## src/rtl/hex_msg_scroller.sv

```systemverilog
// hex_msg_scroller: scrolls a ring of 3-bit character codes across HEX3..HEX0.
// Character set: 000 A, 001 G, 010 P, 011 F, 100 E, 101 H, 110 L, 111 blank.
// Ports: CLOCK_50/RESET_N (async active-low); MSG message codes, char i at
//   bits [3i+2:3i]; LOAD_KEY/STEP_KEY active-low pushbuttons; RUN_SW auto
//   scroll enable; DIR_SW 0=left 1=right; CODE3..CODE0 per-digit codes;
//   POS ring offset; WRAP one-cycle pulse when POS wraps.
// Optional: define HEX_SCROLL_BLINK_EN to blink the digits while paused.
module hex_msg_scroller #(
    parameter int MSG_LEN  = 8,
    parameter int TICK_DIV = 25000000,
    parameter int POS_W    = 4
) (
    input  logic                   CLOCK_50,
    input  logic                   RESET_N,
    input  logic [3*MSG_LEN-1:0]   MSG,
    input  logic                   LOAD_KEY,
    input  logic                   STEP_KEY,
    input  logic                   RUN_SW,
    input  logic                   DIR_SW,
    output logic [2:0]             CODE3,
    output logic [2:0]             CODE2,
    output logic [2:0]             CODE1,
    output logic [2:0]             CODE0,
    output logic [POS_W-1:0]       POS,
    output logic                   WRAP
);

    localparam int PW = $clog2(TICK_DIV);
    localparam logic [PW-1:0]    PRE_TC   = PW'(TICK_DIV - 1);
    localparam logic [POS_W-1:0] POS_LAST = POS_W'(MSG_LEN - 1);

    typedef enum logic {PAUSE, RUN} state_e;

    state_e           state_q, state_d;
    logic [PW-1:0]    presc_q, presc_d;
    logic [POS_W-1:0] pos_q, pos_d;
    logic             wrap_q, wrap_d;
    logic [2:0]       msg_q [MSG_LEN];
    logic [2:0]       msg_d [MSG_LEN];

    // Key pipelines: two synchronizer flops plus one history flop for edges.
    logic [2:0] load_sq, step_sq;
    logic [1:0] run_sq, dir_sq;

    logic load_fall, step_fall, run_s, dir_s;
    logic do_step, blank;

    assign load_fall = load_sq[2] & ~load_sq[1];
    assign step_fall = step_sq[2] & ~step_sq[1];
    assign run_s     = run_sq[1];
    assign dir_s     = dir_sq[1];

    always_ff @(posedge CLOCK_50 or negedge RESET_N) begin
        if (!RESET_N) begin
            load_sq <= 3'b111;
            step_sq <= 3'b111;
            run_sq  <= 2'b00;
            dir_sq  <= 2'b00;
            state_q <= PAUSE;
            presc_q <= '0;
            pos_q   <= '0;
            wrap_q  <= 1'b0;
            for (int i = 0; i < MSG_LEN; i++) msg_q[i] <= 3'b111;
        end else begin
            load_sq <= {load_sq[1:0], LOAD_KEY};
            step_sq <= {step_sq[1:0], STEP_KEY};
            run_sq  <= {run_sq[0], RUN_SW};
            dir_sq  <= {dir_sq[0], DIR_SW};
            state_q <= state_d;
            presc_q <= presc_d;
            pos_q   <= pos_d;
            wrap_q  <= wrap_d;
            for (int i = 0; i < MSG_LEN; i++) msg_q[i] <= msg_d[i];
        end
    end

    always_comb begin
        state_d = state_q;
        presc_d = presc_q;
        pos_d   = pos_q;
        wrap_d  = 1'b0;
        msg_d   = msg_q;
        do_step = 1'b0;

        unique case (state_q)
            PAUSE: begin
                if (run_s) state_d = RUN;
                do_step = step_fall;
            end
            RUN: begin
                if (!run_s) begin
                    state_d = PAUSE;
                    presc_d = '0;
                end else if (presc_q == PRE_TC) begin
                    presc_d = '0;
                    do_step = 1'b1;
                end else begin
                    presc_d = presc_q + 1'b1;
                end
            end
            default: state_d = PAUSE;
        endcase

        if (do_step) begin
            if (!dir_s) begin
                wrap_d = (pos_q == POS_LAST);
                pos_d  = wrap_d ? '0 : pos_q + 1'b1;
            end else begin
                wrap_d = (pos_q == '0);
                pos_d  = wrap_d ? POS_LAST : pos_q - 1'b1;
            end
        end

        // A load overrides any step landing in the same cycle.
        if (load_fall) begin
            for (int i = 0; i < MSG_LEN; i++) msg_d[i] = MSG[3*i +: 3];
            pos_d   = '0;
            presc_d = '0;
            wrap_d  = 1'b0;
        end
    end

`ifdef HEX_SCROLL_BLINK_EN
    logic [PW-1:0] blink_cnt_q, blink_cnt_d;
    logic          blink_ph_q, blink_ph_d;

    always_ff @(posedge CLOCK_50 or negedge RESET_N) begin
        if (!RESET_N) begin
            blink_cnt_q <= '0;
            blink_ph_q  <= 1'b0;
        end else begin
            blink_cnt_q <= blink_cnt_d;
            blink_ph_q  <= blink_ph_d;
        end
    end

    // Restart on PAUSE entry so the first half after pausing is visible.
    always_comb begin
        blink_cnt_d = blink_cnt_q + 1'b1;
        blink_ph_d  = blink_ph_q;
        if (state_q == RUN && state_d == PAUSE) begin
            blink_cnt_d = '0;
            blink_ph_d  = 1'b0;
        end else if (blink_cnt_q == PRE_TC) begin
            blink_cnt_d = '0;
            blink_ph_d  = ~blink_ph_q;
        end
    end

    assign blank = (state_q == PAUSE) && blink_ph_q;
`else
    assign blank = 1'b0;
`endif

    // Digit k shows char (POS + 3 - k) mod MSG_LEN; one subtract suffices
    // because POS < MSG_LEN and MSG_LEN >= 4.
    logic [POS_W:0] idx  [4];
    logic [2:0]     code [4];

    always_comb begin
        for (int k = 0; k < 4; k++) begin
            idx[k] = {1'b0, pos_q} + (POS_W+1)'(3 - k);
            if (idx[k] >= (POS_W+1)'(MSG_LEN))
                idx[k] = idx[k] - (POS_W+1)'(MSG_LEN);
            code[k] = 3'b111;
            for (int i = 0; i < MSG_LEN; i++)
                if (idx[k] == (POS_W+1)'(i)) code[k] = msg_q[i];
            if (blank) code[k] = 3'b111;
        end
    end

    assign CODE3 = code[3];
    assign CODE2 = code[2];
    assign CODE1 = code[1];
    assign CODE0 = code[0];
    assign POS   = pos_q;
    assign WRAP  = wrap_q;

endmodule

```

## config.mk

```make
export PLATFORM = sky130hd
export DESIGN_NAME = hex_msg_scroller
export DESIGN_NICKNAME = d
export VERILOG_FILES = /design/src/rtl/hex_msg_scroller.sv
export SDC_FILE = /design/constraint.sdc
export NUM_CORES = 1
export LEC_CHECK = 0
export ABC_AREA = 0
export BUFFER_PORTS_ARGS = -buffer_cell sky130_fd_sc_hd__clkbuf_2
export CAP_MARGIN = 30
export CORE_UTILIZATION = 35
export DETAILED_ROUTE_END_ITERATION = 8
export GPL_ROUTABILITY_DRIVEN = 0
export PLACE_DENSITY = 0.53
export RECOVER_POWER = 100
export SYNTH_ARGS = -nofsm -noshare
export SYNTH_HDL_FRONTEND = slang
export SYNTH_SLANG_ARGS = --single-unit
```

## constraint.sdc

```tcl
create_clock -name CLOCK_50 -period 3.2 [get_ports CLOCK_50]
set_clock_uncertainty 0.05 [all_clocks]
set_input_delay 0.64 -clock CLOCK_50 [delete_from_list [all_inputs] [get_ports CLOCK_50]]
set_output_delay 0.64 -clock CLOCK_50 [all_outputs]
set_load 0.02 [all_outputs]
```

==> results of run 1 <==
## per-layer routing
| metal | wire length (um) | track usage |
|---|---|---|
| met1 | 5770 | 0.270 |
| met2 | 5980 | 0.328 |
| met3 | 553 | 0.0438 |
| met4 | 259 | 0.0753 |
| met5 | 0 | 0 |
## worst max-delay path: cells and delay by family, from the launching register on
kind | cells | cell delay (ns)
flip-flops | 1 | 0.44
adder cells (fa/ha/maj) | 2 | 0.33
AO/OA/AOI/OAI | 4 | 0.79
XOR/XNOR | 1 | 0.14
AND/OR/NAND/NOR | 1 | 0.13
buffers and inverters | 2 | 0.29
## final cells by class
type	count	area share
Tap cell	168	0.0385
Clock inverter	5	0.0115
Clock buffer	11	0.0445
Timing Repair Buffer	75	0.0885
Inverter	20	0.0138
Multi-Input combinational cell	407	0.497
Sequential cell	65	0.306
## state kept, by name, indices dropped and copies added, names as in the netlist
signal,cells
state_q,1
load_sq,3
run_sq,2
POS,4
dir_sq,2
step_sq,3
WRAP,1
presc_q,25
msg_q,24
## what timing repair did
item | 4_1_cts | 5_1_grt
cloned | 0 | 0
buffers inserted | 1 | 5
resized for setup | 25 | 26
endpoints found under the setup margin | 11 | 12
pin swaps | 8 | 8
## worst max path at each step
| stage | startpoint | end | slack [ns] | cells after the start |
|---|---|---|---|---|
| 3_5_place_dp | POS[1] | CODE1[0] | 0.18 | 10 |
| 3_3_place_gp | POS[1] | CODE2[2] | 0.28 | 9 |
| 6_report | POS[1] | CODE1[0] | 0.04 | 10 |
| 4_1_cts | POS[1] | CODE3[2] | -0.03 | 8 |
| 2_1_floorplan | POS[3] | CODE1[0] | 0.02 | 10 |
| 5_1_grt | POS[2] | CODE0[0] | -0.06 | 9 |
## per-stage QoR
stage,utilization,setup TNS [ns]
5_1_grt,0.445,-0.246
4_1_cts,0.435,-0.0862
3_5_place_dp,0.402,0
3_3_place_gp,0.402,0
2_1_floorplan,-,0
6_report,0.445,0
## cell families (layout without fill, tap and decap cells)
group,Yosys count,in the layout,share of synthesized area
buffers and inverters,54,111,0.0578
xor gates and xnor gates,6,6,0.0117
AOI/OAI and AO/OA,157,157,0.231
and+or+nand+nor,213,213,0.232
DFF,65,65,0.372
adders and majority gates,15,15,0.0419
muxes,16,16,0.0545
## cell usage in the layout, fill, tap and decap left out, types with 5 or more instances in the layout
cell type	instances
o211ai_1	6
o22ai_1	8
clkbuf_2	39
clkbuf_1	7
dfstp_2	30
nand2b_1	8
mux2i_1	6
a21oi_1	25
dfrtp_1	31
o21ai_0	31
a41oi_1	7
nand3_1	12
nand4_1	7
a22oi_1	6
inv_1	18
nand2_1	110
a31oi_1	27
nor3b_1	5
mux4_2	5
a22o_1	5
nor2_1	28
and3_1	7
ha_1	8
buf_4	23
clkbuf_16	9
## report_power, final
part / switching, mW / internal (mW)
clock: 0.394 / 0.630
sequential: 0.0783 / 0.913
combinational: 0.517 / 0.404
==> summary.md, run 1 <==
| Metric | Value |
|---|---|
| CP dominant cell by count | ha_4 |
| Area used by multi-input combinational logic | about 2700 um^2 |
| FF-to-FF setup slack | 0.53 ns |
| Max incr delay on CP | 0.44 ns |
| DR vias/cell | 5.58 |
| Flip-flop and latch area | 1670 um^2 |
| Status | complete, no violations |
| FF+latch count, synth | 65 |
| Post-CTS Hold Fix Bufs | 0 |
| Antenna Nets Post-Route | 0 |
| Routed WL | 12600 um |
| Ys Warns | 0 |
| Final Cycle Share | 0.986 |
| Synth Cell Area | 4480 um^2 |
| Pre-Repair DR Iteration Count | 5 |
| Final cell count without fillers | 751 |
| Min Tclk post-route | 3.16 ns |
| Hold Fails Final Rpt | 0 |
| RR Endpoint | presc_q[7] |
| Total Power | 2.94 mW |
| Die Wd | 115 um |
| DRC | 0 |
| Hold Crit Endpoint | dir_sq[1] |
| Synth top cells by count | nand2_1, o21ai_0, dfrtp_1 |
| Placed cell area | 4930 um^2 |
| Die area | 13300 um^2 |
| Max_cap viols | 0 |
| Most common cell in the synthesized netlist | nand2_1 |
| CTS tree | yes |
| Leak pwr | 2.31 nW |
| RSZ-0062 raised after global routing | yes |
| Slew @ Worst Pin | approximately 1.5 ns |
| CTS Buf Count | 9 |
| Vias in the first global route | 4073 |
| Slew Viols, Final | 0 |
| Clk_lat worst skew | 0.34 ns |
| Max IR drop VDD | roughly 0.00023 V |
| First-pass GRT wire length | between 20000 and 25000 um |
| 1st-iter DRT viols | just under 400 |
| Largest net degree at the start of global routing | 36 |
| Remaining global-route overflow | 0 |
| Crit. End Element | output port |
| Post-synthesis async set-or-reset flop share | 1.00 |
| Hpwl dp | 8960 um |
| Area growth, synth to finish | 21.8% |
| Initial core utilization | 0.365 |
| Count of input and output buffers | 46 |
| Die height | 115 um |
| R2R Path Start | load_sq[2] |
| Mapped Cells | 526 |
| Via count | 4191 |
| Antenna Cells | 0 |
| Core Area | 12300 um^2 |
| Clock transition at path regs | 0.06 ns |
| Worst-path cell chain | ha_4 > xor2_2 > buf_4 > ha_4 > nor2b_4 > o211a_1 > o221a_4 > o41ai_2 > a22o_1 > clkbuf_8 |
| Net count after synthesis | 571 |
| Top cell type's share of synthesized area | 0.196 |
| Clock Path Buffers | 2 |
| Hold depth | 0 |
| PnR worst setup slack | 0.0433 ns |
| Ranking of synthesized cells by area | dfrtp_1, dfstp_2, nand2_1, ha_1, o21ai_0 |
| Nets | 623 |
| Site Rows | 40 |
| Placed cells | 729 |
| Wire per inst | 16.7 um |
| Number of flops mapped to enable cells by yosys | 0 |
| Clock sinks | 65 |
| Fraction of final layout cells sized beyond drive strength 1 | 0.285 |
| Crit path kind | register to output port |
| Slowest cell on crit path | dfrtp_2 |
| Seq/Total Area, Yosys | 0.372 |
| Final instance area | 5460 um^2 |
| # H-tree levels | 3 |
| Power Dens Cells | between 500 and 600 nW/um^2 |
| Final setup fails | 0 |
| Relative slew margins | 0.0178 |
| Root cell of the clock tree | clkbuf_16 |
| Hold crit path type | register to register |
| Library cells used by synthesis | 68 |
| Worst setup SP type | register |
| CP required | 2.51 ns |
| Dpl ws | 0.181 ns |
| Syn Area/Cell | 8.51 um^2 |
| Arr. time, crit path | 2.47 ns |
| Global Route Usage Sum | 0.204 |
| Max FO, Critical Path | 6 |
| Main synth FF type | dfrtp_1 |
| Filler cell count | 1221 |
| Antenna violations before repair | 0 |
| Synth area leader | dfrtp_1 |
| I/O pins | 47 |
| R2R depth | 5 |
| Hold path start | dir_sq[0] |
| Final hold slack | 0.304 ns |
| Max Freq | 0.317 GHz |
(Power assumes the default switching activity.)
==> run 2, diff against run 1 <==
--- a/config.mk
+++ b/config.mk
@@ -5,7 +5,7 @@
 export SDC_FILE = /design/constraint.sdc
 export NUM_CORES = 1
 export LEC_CHECK = 0
-export ABC_AREA = 0
+export ABC_AREA = 1
 export BUFFER_PORTS_ARGS = -buffer_cell sky130_fd_sc_hd__clkbuf_2
 export CAP_MARGIN = 30
 export CORE_UTILIZATION = 35
==> constraint.sdc (replaced) <==
create_clock -name CLOCK_50 -period 3 [get_ports CLOCK_50]
set_clock_uncertainty 0.05 [all_clocks]
set_input_delay 0.6 -clock CLOCK_50 [delete_from_list [all_inputs] [get_ports CLOCK_50]]
set_output_delay 0.6 -clock CLOCK_50 [all_outputs]
set_load 0.02 [all_outputs]
==> run 2 against run 1 <==
  * The run now ends with capacitance limit, slew limit, setup timing left
  * Clock power rose by 9.8%
  * Final area rose by 19%
  * Final cell count rose by 23%
  * Largest power group is now combinational logic
  * Register-to-register slack got worse by 0.17 ns
  * Via count rose by 13%
  * First-iteration DRC count fell by 31%
  * Hold slack got worse by 0.0033 ns
  * Critical path depth rose by 9
  * Core utilization rose by 6.6 points
==> summary.md, run 2 <==
| Metric | Value |
|---|---|
| Core Area | 12700 um^2 (was 12300 um^2) |
| Area growth, synth to finish | 42.3% (was 21.8%) |
| Worst setup SP type | register (unchanged) |
| CP required | 2.35 ns (was 2.51 ns) |
| Nets | 791 (was 623) |
| Failing checks | capacitance limit, slew limit, setup timing |
| Slowest cell on crit path | dfrtp_2 (unchanged) |
| Largest net degree at the start of global routing | 66 (was 36) |
| CTS tree | yes (unchanged) |
| Crit path kind | register to output port (unchanged) |
| Relative slew margins | -0.0839 (was 0.0178) |
| Library cells used by synthesis | 46 (was 68) |
| Placed cell area | 5370 um^2 (was 4930 um^2) |
| Final setup fails | 9 (was 0) |
| Slew Viols, Final | 111 (was 0) |
| Worst path bufs/invs | 5 (was 2) |
| Synth top cells by count | nand2_1, inv_1, a21oi_1 (was nand2_1, o21ai_0, dfrtp_1) |
| Net count after synthesis | 679 (was 571) |
| Site Rows | 41 (was 40) |
| Most common cell after layout, fill and taps aside | nand2_1 (unchanged) |
| Max_cap viols | 2 (was 0) |
| Arr. time, crit path | 2.66 ns (was 2.47 ns) |
| Delay-heaviest family, CP | simple AND/OR/NAND/NOR gates (was compound AO/OA/AOI/OAI gates) |
| Ranking of synthesized cells by area | dfrtp_1, dfstp_2, nand2_1, a21oi_1, inv_1 (was dfrtp_1, dfstp_2, nand2_1, ha_1, o21ai_0) |
| Final Cycle Share | 1.10 |
| Via count | 4737 (was 4191) |
| # H-tree levels | 3 (unchanged) |
| Most frequent cells in the layout | nand2_1, inv_1, buf_4, a21oi_1, clkbuf_2 (was nand2_1, clkbuf_2, dfrtp_1, o21ai_0, dfstp_2) |
| Top reg by flops | presc_q (unchanged) |
| Max IR drop VDD | 0.000458 V (was 0.000230 V) |
| Mapped Cells | 634 (was 526) |
| Number of flops mapped to enable cells by yosys | 0 (unchanged) |
| RSZ-0062 raised after global routing | yes (unchanged) |
| Min Tclk post-route | between 3 and 4 ns |
| Synth area leader | dfrtp_1 (unchanged) |
| Post-synthesis async set-or-reset flop share | 1.00 (unchanged) |
| Pre-Repair DR Iteration Count | 5 (unchanged) |
| Most common cell in the synthesized netlist | nand2_1 (unchanged) |
| Ys Warns | 0 (unchanged) |
| Final hold slack | 0.301 ns (was 0.304 ns) |
| FF-to-FF setup slack | 0.36 ns (was 0.53 ns) |
| Antenna Nets Post-Route | 0 (unchanged) |
| Main synth FF type | dfrtp_1 (unchanged) |
| Die area | 13500 um^2 (was 13300 um^2) |
| Die Wd | 116 um (was 115 um) |
| Syn Area/Cell | 7.18 um^2 (was 8.51 um^2) |
| Max Freq | slightly above 0.3 GHz |
| Largest register FFs | 25 (unchanged) |
| Hold Fails Final Rpt | 0 (unchanged) |
| Fraction of final layout cells sized beyond drive strength 1 | 0.418 (was 0.285) |
| Vias in the first global route | 4558 (was 4073) |
| Power Dens Cells | 629 nW/um^2 (was 538 nW/um^2) |
| Leak pwr | 2.91 nW (was 2.31 nW) |
| Top cell type's share of synthesized area | 0.192 (was 0.196) |
| Antenna violations before repair | 0 (unchanged) |
| Synth Cell Area | 4550 um^2 (was 4480 um^2) |
| Max FO, Critical Path | 4 (was 6) |
| Dpl ws | -0.104 ns (was 0.181 ns) |
| FF+latch count, synth | 65 (unchanged) |
| Clock sinks | 65 (unchanged) |
| First-pass GRT wire length | 22300 um (was 20900 um) |
| I/O pins | 47 (unchanged) |
| DRC | 0 (unchanged) |
| Slew @ Worst Pin | 1.63 ns (was 1.47 ns) |
| Root cell of the clock tree | clkbuf_16 (unchanged) |
| Seq/Total Area, Yosys | 0.366 (was 0.372) |
| Clock Path Buffers | 2 (unchanged) |
| Antenna Cells | 0 (unchanged) |
| Remaining global-route overflow | 0 (unchanged) |
| TNS Setup | -2.58 ns (was 0 ns) |
| Die height | 116 um (was 115 um) |
| Status | finished with violations (was complete, no violations) |
| Crit. End Element | output port (unchanged) |
| Count of input and output buffers | 46 (unchanged) |
| Hpwl dp | 10400 um (was 8960 um) |
| Clk_lat worst skew | 0.33 ns (was 0.34 ns) |
| Clock transition at path regs | 0.06 ns (about the same) |
| Hold crit path type | input port to register (was register to register) |
| Global Route Usage Sum | 0.216 (was 0.204) |
| Worst-path cell chain | buf_6 > ha_4 > buf_6 > nand2_4 > nand2_4 > inv_2 > nand3_2 > nand3_2 > buf_4 > nand4_1 > nor2_4 > nand3_1 > nand3_2 > nand2_1 > nand3_1 > nand2_1 > nand2_1 > nand2_2 > buf_8 (was ha_4 > xor2_2 > buf_4 > ha_4 > nor2b_4 > o211a_1 > o221a_4 > o41ai_2 > a22o_1 > clkbuf_8) |
| Filler cell count | 1229 (was 1221) |
| DR vias/cell | 5.13 (was 5.58) |
| Routed WL | 13900 um (was 12600 um) |
| CTS Buf Count | 9 (unchanged) |
| PnR worst setup slack | -0.314 ns (was 0.0433 ns) |
| Final instance area | 6470 um^2 (was 5460 um^2) |
| Initial core utilization | 0.359 (was 0.365) |
| 1st-iter DRT viols | 267 (was 385) |
| Max incr delay on CP | 0.47 ns (was 0.44 ns) |
| Wire per inst | 15.1 um (was 16.7 um) |
run 2: cell types whose count changed in the layout (fill, tap and decap cells not counted), sizes merged, moves of 7 or more:
cell    change
a31oi      -22
nor2       +27
nor3       +16
and3        -7
inv        +68
nand2      +73
nand3      +36
a21oi      +31
buf        +43
nand2b      -9
a41oi       -7
run 2: logic make-up after synthesis:
logic type / after synthesis / share of synthesized area
xor gates and xnor gates: 9 / 0.0190
AOI/OAI and AO/OA: 122 / 0.150
and+or+nand+nor: 324 / 0.338
buffers and inverters: 99 / 0.0866
DFF: 65 / 0.366
adders and majority gates: 15 / 0.0412
run 2: routing by layer:
metal	routed length [um]	GRT usage
met2	6620	0.347
met4	263	0.0778
met1	6380	0.298
met3	662	0.0256
met5	0	0
run 2: timing repair:
item                       CTS  global route
hold buffers                 0             0
pin swaps                   28            58
cloned                       0             0
setup buffers                7             9
gates resized for setup     83           106
setup endpoints to repair   12            12
run 2: path summary, 6_finish.rpt:
kind	start	endpoint	cells past startpoint
setup / recovery	POS[1]	CODE2[1]	19
setup reg to reg	load_sq[1]	presc_q[10]	7
hold reg to reg	load_sq[0]	load_sq[1]	0
max in group asynchronous	RESET_N	POS[2]	2
hold / removal	STEP_KEY	step_sq[0]	1
min in group asynchronous	RESET_N	presc_q[6]	2
run 2: worst reg2reg max path: stages (launching register included):
cell and delay, ns:
dfstp_1 0.52, nor2_1 0.11, nor2_1 0.65, inv_1 0.48, nand2_1 0.30, nand2_1 0.11, o21ai_0 0.11, a21boi_0 0.22
run 2: final cells by class:
class                      count  area [um^2]  area share
tap                          172          215      0.0332
multi-input combinational    470         3080       0.476
clock inverter                 3         43.8     0.00676
inverter                      89          354      0.0547
sequential                    65         1670       0.258
clock buffer                  13          282      0.0435
timing repair buffer         111          830       0.128
run 2: per-stage QoR:
step           cells  power (mW)  utilization
2_1_floorplan    634        1.93            -
3_3_place_gp     895        2.44        0.424
3_5_place_dp     895        2.45        0.424
4_1_cts          917        3.87        0.479
5_1_grt          923        4.32        0.511
6_report         923        4.08        0.511
run 2: where the power goes:
part | internal (mW) | switching, mW
Clock | 0.739 | 0.378
Sequential | 0.983 | 0.0814
Combinational | 0.811 | 1.08
Total | 2.53 | 1.54
